==> config.mk <==
export PLATFORM = sky130hd
export DESIGN_NAME = baud_rate_gen_flat
export DESIGN_NICKNAME = d
export VERILOG_FILES = /design/src/rtl/baud_pkg.sv /design/src/rtl/baud_rate_gen_if.sv /design/src/rtl/prog_mod_counter.sv /design/src/rtl/baud_rate_gen.sv /design/src/flat_wrapper.sv
export SDC_FILE = /design/constraint.sdc
export NUM_CORES = 1
export LEC_CHECK = 0
export ABC_AREA = 1
export CORE_ASPECT_RATIO = 0.9
export CORE_MARGIN = 2
export CORE_UTILIZATION = 36
export CTS_BUF_LIST = sky130_fd_sc_hd__clkbuf_2
export DETAILED_ROUTE_END_ITERATION = 10
export PLACE_DENSITY = 0.67
export SLEW_MARGIN = 25
export SYNTH_ARGS = -nofsm -noshare
export SYNTH_HDL_FRONTEND = slang
export SYNTH_SLANG_ARGS = --single-unit
==> constraint.sdc <==
create_clock -name clk -period 5.75 [get_ports clk]
set_input_delay 0.8625 -clock clk [delete_from_list [all_inputs] [get_ports clk]]
set_output_delay 0.8625 -clock clk [all_outputs]
set_load 0.02 [all_outputs]
==> src/rtl/baud_pkg.sv <==
// Shared defaults and helpers for the baud rate generator.
package baud_pkg;

    localparam int unsigned DIV_RESET_DEF = 27;
    localparam int unsigned OVS_DEF       = 16;

    // Bits needed to hold values 0..v-1; never returns less than 1.
    function automatic int unsigned baud_clog2(input int unsigned v);
        int unsigned r;
        r = 1;
        for (int i = 1; i < 32; i++) begin
            if (((v - 1) >> i) != 0) begin
                r = i + 1;
            end
        end
        return r;
    endfunction

endpackage

==> src/rtl/baud_rate_gen_if.sv <==
// Control and status bundle between a baud rate generator and its user.
interface baud_rate_gen_if #(
    parameter int unsigned CNT_W = 16,
    parameter int unsigned OVS_W = 4
);
    logic             en;
    logic             restart;
    logic [CNT_W-1:0] div_in;
    logic             div_load;
    logic [CNT_W-1:0] div_cur;
    logic [CNT_W-1:0] count;
    logic [OVS_W-1:0] ovs_count;
    logic             sample_tick;
    logic             mid_tick;
    logic             bit_tick;

    modport master (
        output en, restart, div_in, div_load,
        input  div_cur, count, ovs_count, sample_tick, mid_tick, bit_tick
    );

    modport slave (
        input  en, restart, div_in, div_load,
        output div_cur, count, ovs_count, sample_tick, mid_tick, bit_tick
    );
endinterface

==> src/rtl/prog_mod_counter.sv <==
// Modulo counter with a runtime modulus; a modulus of 0 behaves as 1.
module prog_mod_counter #(
    parameter int unsigned W = 8
) (
    input  logic         clk,
    input  logic         rst,
    input  logic         i_en,
    input  logic         i_clr,
    input  logic [W:0]   i_mod,
    output logic [W-1:0] o_count,
    output logic         o_wrap
);
    logic [W-1:0] r_count;
    logic [W:0]   w_last;
    logic         w_at_last;

    // >= keeps a counter left above a shrunken modulus from running away.
    always_comb begin
        w_last    = (i_mod == '0) ? '0 : i_mod - (W+1)'(1);
        w_at_last = ({1'b0, r_count} >= w_last);
        o_wrap    = i_en & ~i_clr & ~rst & w_at_last;
    end

    always_ff @(posedge clk) begin
        if (rst) begin
            r_count <= '0;
        end else if (i_clr) begin
            r_count <= '0;
        end else if (i_en) begin
            r_count <= w_at_last ? '0 : r_count + W'(1);
        end
    end

    assign o_count = r_count;
endmodule

==> src/rtl/baud_rate_gen.sv <==
// Programmable prescaler plus oversample counter producing sample, mid-bit and end-of-bit ticks.
module baud_rate_gen
    import baud_pkg::*;
#(
    parameter int unsigned CNT_W     = 16,
    parameter int unsigned OVS       = OVS_DEF,
    parameter int unsigned DIV_RESET = DIV_RESET_DEF
) (
    input  logic           clk,
    input  logic           rst,
    baud_rate_gen_if.slave bus
);
    localparam int unsigned      OVS_W   = baud_clog2(OVS);
    localparam logic [OVS_W:0]   OVS_MOD = (OVS_W+1)'(OVS);
    localparam logic [OVS_W-1:0] OVS_MID = OVS_W'(OVS / 2 - 1);

    logic [CNT_W-1:0] r_div_cur;
    logic [CNT_W-1:0] r_div_pend;
    logic             r_pend_vld;

    logic [CNT_W-1:0] w_count;
    logic [OVS_W-1:0] w_ovs_count;
    logic             w_sample_tick;
    logic             w_bit_tick;
    logic             w_apply;

    prog_mod_counter #(.W(CNT_W)) u_prescale (
        .clk     (clk),
        .rst     (rst),
        .i_en    (bus.en),
        .i_clr   (bus.restart),
        .i_mod   ({1'b0, r_div_cur}),
        .o_count (w_count),
        .o_wrap  (w_sample_tick)
    );

    prog_mod_counter #(.W(OVS_W)) u_ovs (
        .clk     (clk),
        .rst     (rst),
        .i_en    (w_sample_tick),
        .i_clr   (bus.restart),
        .i_mod   (OVS_MOD),
        .o_count (w_ovs_count),
        .o_wrap  (w_bit_tick)
    );

    // Divisor may only switch at a period boundary, while idle, or on realign.
    assign w_apply = w_sample_tick | ~bus.en | bus.restart;

    always_ff @(posedge clk) begin
        if (rst) begin
            r_div_cur  <= CNT_W'(DIV_RESET);
            r_div_pend <= '0;
            r_pend_vld <= 1'b0;
        end else if (w_apply) begin
            if (bus.div_load) begin
                r_div_cur <= bus.div_in;
            end else if (r_pend_vld) begin
                r_div_cur <= r_div_pend;
            end
            r_pend_vld <= 1'b0;
        end else if (bus.div_load) begin
            r_div_pend <= bus.div_in;
            r_pend_vld <= 1'b1;
        end
    end

    assign bus.div_cur     = r_div_cur;
    assign bus.count       = w_count;
    assign bus.ovs_count   = w_ovs_count;
    assign bus.sample_tick = w_sample_tick;
    assign bus.bit_tick    = w_bit_tick;
    assign bus.mid_tick    = w_sample_tick & (w_ovs_count == OVS_MID);
endmodule

==> src/flat_wrapper.sv <==
// flat-port wrapper written by rule: the top's interface ports become plain ports
module baud_rate_gen_flat import baud_pkg::*;
#(
    parameter int unsigned CNT_W     = 16,
    parameter int unsigned OVS       = OVS_DEF,
    parameter int unsigned DIV_RESET = DIV_RESET_DEF
)
  (clk, rst, bus_en, bus_restart, bus_div_in, bus_div_load, bus_div_cur, bus_count, bus_ovs_count, bus_sample_tick, bus_mid_tick, bus_bit_tick);
  baud_rate_gen_if #(.CNT_W(CNT_W), .OVS_W((baud_clog2(OVS)))) bus_i ();
  input  logic clk;
  input  logic rst;
  input wire logic [$bits(bus_i.en)-1:0] bus_en;
  input wire logic [$bits(bus_i.restart)-1:0] bus_restart;
  input wire logic [$bits(bus_i.div_in)-1:0] bus_div_in;
  input wire logic [$bits(bus_i.div_load)-1:0] bus_div_load;
  output wire logic [$bits(bus_i.div_cur)-1:0] bus_div_cur;
  output wire logic [$bits(bus_i.count)-1:0] bus_count;
  output wire logic [$bits(bus_i.ovs_count)-1:0] bus_ovs_count;
  output wire logic [$bits(bus_i.sample_tick)-1:0] bus_sample_tick;
  output wire logic [$bits(bus_i.mid_tick)-1:0] bus_mid_tick;
  output wire logic [$bits(bus_i.bit_tick)-1:0] bus_bit_tick;
  assign bus_i.en = bus_en;
  assign bus_i.restart = bus_restart;
  assign bus_i.div_in = bus_div_in;
  assign bus_i.div_load = bus_div_load;
  assign bus_div_cur = bus_i.div_cur;
  assign bus_count = bus_i.count;
  assign bus_ovs_count = bus_i.ovs_count;
  assign bus_sample_tick = bus_i.sample_tick;
  assign bus_mid_tick = bus_i.mid_tick;
  assign bus_bit_tick = bus_i.bit_tick;
  baud_rate_gen #(.CNT_W(CNT_W), .OVS(OVS), .DIV_RESET(DIV_RESET)) u_core (.clk(clk), .rst(rst), .bus(bus_i));
endmodule
==> results of run 1 <==
critical path, delay by kind of cell (launching register included):
family	cells	cell delay, ns
AO/OA/AOI/OAI	1	0.06
buffers and inverters	4	0.89
AND/OR/NAND/NOR	16	1.86
adder cells (fa/ha/maj)	2	0.48
flip-flops	1	0.41
metrics by stage:
stage	util	worst slack (ns)	cell area [um^2]	hold slack (ns)
2_1_floorplan	-	1.74	3320	0.489
3_3_place_gp	0.441	1.41	3990	0.469
3_5_place_dp	0.441	1.25	3990	0.489
4_1_cts	0.446	0.671	4030	0.524
5_1_grt	0.445	0.318	4030	0.556
6_report	0.445	0.726	4030	0.519
metal layers:
metal	GRT usage	up-vias	share of wire
met5	0	-	0
li1	-	1672	-
met3	0.0335	6	0.052
met1	0.214	1349	0.49
met4	0.0322	0	0.0076
met2	0.255	59	0.45
state kept, by name (all words and copies together) (netlist names):
signal and cells:
u_core.r_div_pend 16, u_core.r_pend_vld 1, u_core.u_prescale.o_count 16, u_core.bus.div_cur 16, u_core.u_ovs.o_count 4
worst min-delay path by stage:
stage	start	end	slack [ns]	cells past startpoint
floorplan	u_core.r_div_pend[0]$_SDFFE_PP0P_	u_core.r_div_pend[0]$_SDFFE_PP0P_	0.49	4
global placement	u_core.bus.div_cur[1]$_SDFFE_PP1P_	u_core.bus.div_cur[1]$_SDFFE_PP1P_	0.47	2
detailed placement	u_core.bus.div_cur[1]$_SDFFE_PP1P_	u_core.bus.div_cur[1]$_SDFFE_PP1P_	0.49	2
CTS	u_core.bus.div_cur[1]$_SDFFE_PP1P_	u_core.bus.div_cur[1]$_SDFFE_PP1P_	0.52	2
global route	u_core.bus.div_cur[1]$_SDFFE_PP1P_	u_core.bus.div_cur[1]$_SDFFE_PP1P_	0.56	2
finish	u_core.bus.div_cur[1]$_SDFFE_PP1P_	u_core.bus.div_cur[1]$_SDFFE_PP1P_	0.52	2
power by group:
group	leakage [uW]	switching (uW)	internal, uW	total [uW]
Sequential	0.000433	14.2	385	399
Combinational	0.00138	97.1	66.6	164
Clock	0.0000310	126	31.5	157
Total	0.00185	237	483	720
placed cells by master, fill, tap and decap left out, drive strengths merged:
cell	synthesis	layout
nand2	143	143
nor2	108	108
inv	60	61
clkdlybuf4s50	0	58
dfxtp	53	53
nand3	25	25
o21ai	21	21
ha	19	19
a21oi	15	15
nor3	11	11
xor2	10	10
nand4	8	8
clkbuf	5	5
a31o	3	3
xnor2	3	3
or2	2	2
clkinv	0	2
o21bai	1	1
a21o	1	1
nor4	1	1
o211ai	1	1
a21boi	1	1
a31oi	1	1
nand3b	1	1
and3	1	1
buf	9	1
cell families (layout without fill, tap and decap cells):
logic type	after synthesis	in the layout
XOR/XNOR	13	13
adder cells (fa/ha/maj)	19	19
buffers and inverters	74	127
flip-flops	53	53
AO/OA/AOI/OAI	44	44
AND/OR/NAND/NOR	300	300
layout make-up:
cell class                 count  area (um^2)
fill                         961         5020
timing repair buffer          59          586
tap                          122          153
clock inverter                 3         21.3
inverter                      60          225
multi-input combinational    376         1960
clock buffer                   5         25.0
sequential                    53         1060
==> flow_metrics.env, run 1 <==
export IMPL_outcome="finished, final reports clean"
export IMPL_cts_resized=0
export IMPL_core_area_um2=9040
export IMPL_clock_fmax_mhz=199
export IMPL_cp_data_arrival_time_ns=4.16
export IMPL_fin_crit_sh=0.874
export IMPL_area_growth_syn_to_layout_pct=21.2
export IMPL_grt_pass1_wl_um=12800
export IMPL_cts_max_level=2
export IMPL_clkSlewWorstSetupHoldPaths_ns=0.28
export IMPL_rows=33
export IMPL_crit_end="bus_mid_tick"
export IMPL_yosysMostFrequentCell="nand2_1"
export IMPL_path_class="flop to primary output"
export IMPL_place_congestion=0.878
export IMPL_synth_fa_ha_area_frac=0.0716
export IMPL_cpPeakStageDelay_ns=0.60
export IMPL_synthMuxAreaShare=0
export IMPL_gr_total_overflow=0
export IMPL_numPortBuffers=59
export IMPL_clock_path_buffers=2
export IMPL_antenna_found_initial=0
export IMPL_timing_rr_start="u_core.bus.div_cur[0]$_SDFFE_PP1P_"
export IMPL_drtAntennaViolNets=0
export IMPL_finalSetupViolCount=0
export IMPL_dp_cells=670
export IMPL_synth_edf_count=0
export IMPL_dp_hpwl_um=5760
export IMPL_synth_xor_area_frac=0.0343
export IMPL_cts_tree="done"
export IMPL_max_slew_margin=0.344
export IMPL_synth_area_leaders="dfxtp_1, nand2_1, nor2_1"
export IMPL_clockRootBuffer="clkbuf_2"
export IMPL_fin_nets=595
export IMPL_yosys_warnings=0
export IMPL_drt_drc_violations_left=0
export IMPL_crit_path_top_delay_cell="clkdlybuf4s50_1"
export IMPL_pin_count=60
export IMPL_synth_seq_cells=53
export IMPL_r2r_end="u_core.r_div_pend[3]$_SDFFE_PP0P_"
export IMPL_synthFlopType="dfxtp_1"
export IMPL_finalWirelength_um=7480
export IMPL_start_util=0.367
export IMPL_vdd_drop_max_uv=89.6
export IMPL_synth_simple_gate_area_frac=0.410
export IMPL_r2r_cells=22
export IMPL_cp_max_fo=7
export IMPL_cts_buffers=5
export IMPL_drv_slew=0
export IMPL_drtPass1Iterations=4
export IMPL_rsz0062_at_grt="no"
export IMPL_synth_top_cell_area_share=0.319
export IMPL_power_leakage_uw=0.00185
export IMPL_drv_cap=0
export IMPL_synth_compound_area_share=0.0731
export IMPL_cp_start_kind="flop"
export IMPL_p_total_uw=720
export IMPL_timing_hold_violations_final=0
export IMPL_post_route_min_period_ns=5.02
export IMPL_endpoint_kind="primary output"
export IMPL_die_height_um=95.1
export IMPL_viasPerCell=4.55
export IMPL_clock_latency_ns=0.46
export IMPL_synth_largest_area_cell="dfxtp_1"
export IMPL_ys_seq_area_frac=0.319
export IMPL_synthArstFlopShare=0
export IMPL_crit_required_ns=4.89
export IMPL_instances_no_fill=678
export IMPL_first_global_vias=2830
export IMPL_grt_use_total=0.156
export IMPL_synthTopCellsByCount="nand2_1, nor2_1, inv_1"
export IMPL_fin_skew_ns=0.0386
export IMPL_path_cells="inv_1 > ha_1 > nand2_1 > nor3_2 > nand2_1 > nor3_1 > nand4_1 > nor3_1 > a21oi_1 > ha_1 > nand2_1 > nor2_2 > nand2_2 > inv_2 > nand2_1 > nor2_2 > nor2_2 > nand2_4 > nand2_8 > inv_1 > nand3_1 > nor2_1 > clkdlybuf4s50_1"
export IMPL_drive_gt1_frac=0.0773
export IMPL_vias=3086
export IMPL_crit_start="u_core.bus.div_cur[0]$_SDFFE_PP1P_"
export IMPL_avgSynthCellArea_um2=6.60
export IMPL_cts_sinks=53
export IMPL_ys_types=36
export IMPL_synth_top_family_by_area="simple AND/OR/NAND/NOR gates"
export IMPL_rrSetupSlack_ns=2.18
export IMPL_postCtsSetupBuffers=0
export IMPL_syn_inst=503
export IMPL_tns_ns=0
export IMPL_min_path_type="flop to flop"
export IMPL_syn_nets=543
export IMPL_antenna_cells=0
export IMPL_die_area_um2=10000
export IMPL_cts_hold_buf=0
export IMPL_drtIter0Drc=113
export IMPL_fp_dieW_um=105
export IMPL_tightestPinTransition_ns=0.983
export IMPL_grt_start_max_net_pins=35
export IMPL_path_common_cell="nand2_1"
export IMPL_powerDensity_nw_per_um2=179
export IMPL_routedWlPerCell_um=11.0
export IMPL_synthesis_area_um2=3320
Power figures use the tool's default switching activity.
==> run 2, diff against run 1 <==
DONT_BUFFER_PORTS = 1   (was default)
PLACE_DENSITY = 0.59   (was 0.67)
==> flow_metrics.env, run 2 (same netlist as run 1, synthesis figures left out) <==
export IMPL_utilization=0.381
export IMPL_cts_hold_buf=0
export IMPL_routedWlPerCell_um=11.7
export IMPL_antenna_cells=0
export IMPL_fin_nets=536
export IMPL_cts_sinks=53
export IMPL_clock_latency_ns=0.46
export IMPL_cts_tree="done"
export IMPL_rrSetupSlack_ns=2.18
export IMPL_drtPass1Iterations=4
export IMPL_grt_use_total=0.151
export IMPL_drv_cap=0
export IMPL_fin_skew_ns=0.0337
export IMPL_path_class="flop to primary output"
export IMPL_gr_total_overflow=0
export IMPL_clock_fmax_mhz=204
export IMPL_finalSetupViolCount=0
export IMPL_outcome="finished, final reports clean"
export IMPL_cts_resized=0
export IMPL_crit_required_ns=4.89
export IMPL_tightestPinTransition_ns=0.562
export IMPL_power_leakage_uw=0.00163
export IMPL_path_cells="inv_1 > ha_1 > nand2_1 > nor3_2 > nand2_1 > nor3_1 > nand4_1 > nor3_1 > a21oi_1 > ha_1 > nand2_1 > nor2_2 > nand2_2 > nor2_1 > nand2_1 > nand2_1 > nor2_2 > nand2_4 > nand2_8 > inv_1 > nand3_1 > nor2_1"
export IMPL_cpPeakStageDelay_ns=0.47
export IMPL_rows=33
export IMPL_endpoint_kind="primary output"
export IMPL_place_congestion=0.873
export IMPL_clkSlewWorstSetupHoldPaths_ns=0.29
export IMPL_finalWirelength_um=7220
export IMPL_cp_top_family="simple AND/OR/NAND/NOR gates"
export IMPL_r2r_end="u_core.r_div_pend[2]$_SDFFE_PP0P_"
export IMPL_dp_slack_ns=1.38
export IMPL_most_common_layout_cells="nand2_1, nor2_1, inv_1"
export IMPL_grt_pass1_wl_um=12300
export IMPL_die_height_um=95.1
export IMPL_r2r_cells=22
export IMPL_fin_crit_sh=0.851
export IMPL_die_area_um2=10000
export IMPL_final_common_cell="nand2_1"
export IMPL_cp_data_arrival_time_ns=4.03
export IMPL_cts_buffers=5
export IMPL_numPortBuffers=0
export IMPL_fin_ws_ns=0.857
export IMPL_antenna_found_initial=0
export IMPL_p_total_uw=692
export IMPL_max_slew_margin=0.625
export IMPL_dp_hpwl_um=5570
export IMPL_first_global_vias=2647
export IMPL_area_growth_syn_to_layout_pct=3.80
export IMPL_post_route_min_period_ns=4.89
export IMPL_pin_count=60
export IMPL_vias=2874
export IMPL_drt_drc_violations_left=0
export IMPL_cp_depth=22
export IMPL_tns_ns=0
export IMPL_clock_path_buffers=2
export IMPL_viasPerCell=4.64
export IMPL_vdd_drop_max_uv=82.4
export IMPL_timing_rr_start="u_core.bus.div_cur[0]$_SDFFE_PP1P_"
export IMPL_cts_max_level=2
export IMPL_timing_hold_violations_final=0
export IMPL_core_area_um2=9040
export IMPL_drive_gt1_frac=0.0885
export IMPL_drtIter0Drc=105
export IMPL_hp_start="rst"
export IMPL_path_buf_inv=2
export IMPL_min_path_type="input pin to flop"
export IMPL_path_common_cell="nand2_1"
export IMPL_cp_start_kind="flop"
export IMPL_drtAntennaViolNets=0
export IMPL_start_util=0.367
export IMPL_clockRootBuffer="clkbuf_2"
export IMPL_min_to="u_core.r_pend_vld$_SDFFE_PP0P_"
export IMPL_hold_depth=1
export IMPL_cp_max_fo=7
export IMPL_rsz0062_at_grt="no"
export IMPL_postCtsSetupBuffers=0
export IMPL_crit_path_top_delay_cell="dfxtp_1"
export IMPL_grt_start_max_net_pins=35
export IMPL_fp_dieW_um=105
export IMPL_powerDensity_nw_per_um2=201
export IMPL_drv_slew=0
run 2: cell types whose count changed in the layout (fill, tap and decap cells not counted):
cell / before / now
clkinv_1: 1 / 0
inv_1: 56 / 55
inv_2: 4 / 5
buf_2: 1 / 0
clkdlybuf4s50_1: 58 / 0
inv_8: 0 / 1
run 2: area by class of cell:
class                   count  area [um^2]
flip-flops and latches     53         1060
well taps                 122          153
clock inverters             3         28.8
inverters                  60          225
multi-input cells         376         1960
clock buffers               5         25.0
fillers                   984         5590
run 2: per-layer routing:
| metal | vias up | share of wire | global-route usage |
|---|---|---|---|
| met2 | 57 | 0.42 | 0.241 |
| met5 | - | 0 | 0 |
| li1 | 1558 | - | - |
| met3 | 6 | 0.070 | 0.0526 |
| met1 | 1253 | 0.49 | 0.196 |
| met4 | 0 | 0.013 | 0.0367 |
run 2: stage by stage:
step	area [um^2]	instances	hold slack (ns)
finish	3450	619	0.442
floorplan	3320	503	0.489
global route	3450	619	0.368
detailed placement	3390	611	0.502
global placement	3390	611	0.497
CTS	3450	619	0.417
run 2: worst max path at each step:
stage | end | start
final | bus_mid_tick | u_core.bus.div_cur[0]$_SDFFE_PP1P_
after global routing | bus_mid_tick | u_core.bus.div_cur[1]$_SDFFE_PP1P_
after CTS | bus_mid_tick | u_core.bus.div_cur[0]$_SDFFE_PP1P_
after detailed placement | bus_mid_tick | u_core.bus.div_cur[0]$_SDFFE_PP1P_
after global placement | bus_mid_tick | u_core.bus.div_cur[0]$_SDFFE_PP1P_
after floorplan | bus_mid_tick | u_core.bus.div_cur[0]$_SDFFE_PP1P_
run 2: power breakdown:
group	leakage, uW	internal [uW]	switching (uW)
clock network	0.0000355	36.4	132
logic	0.00116	39.5	70.9
registers	0.000433	385	28.6
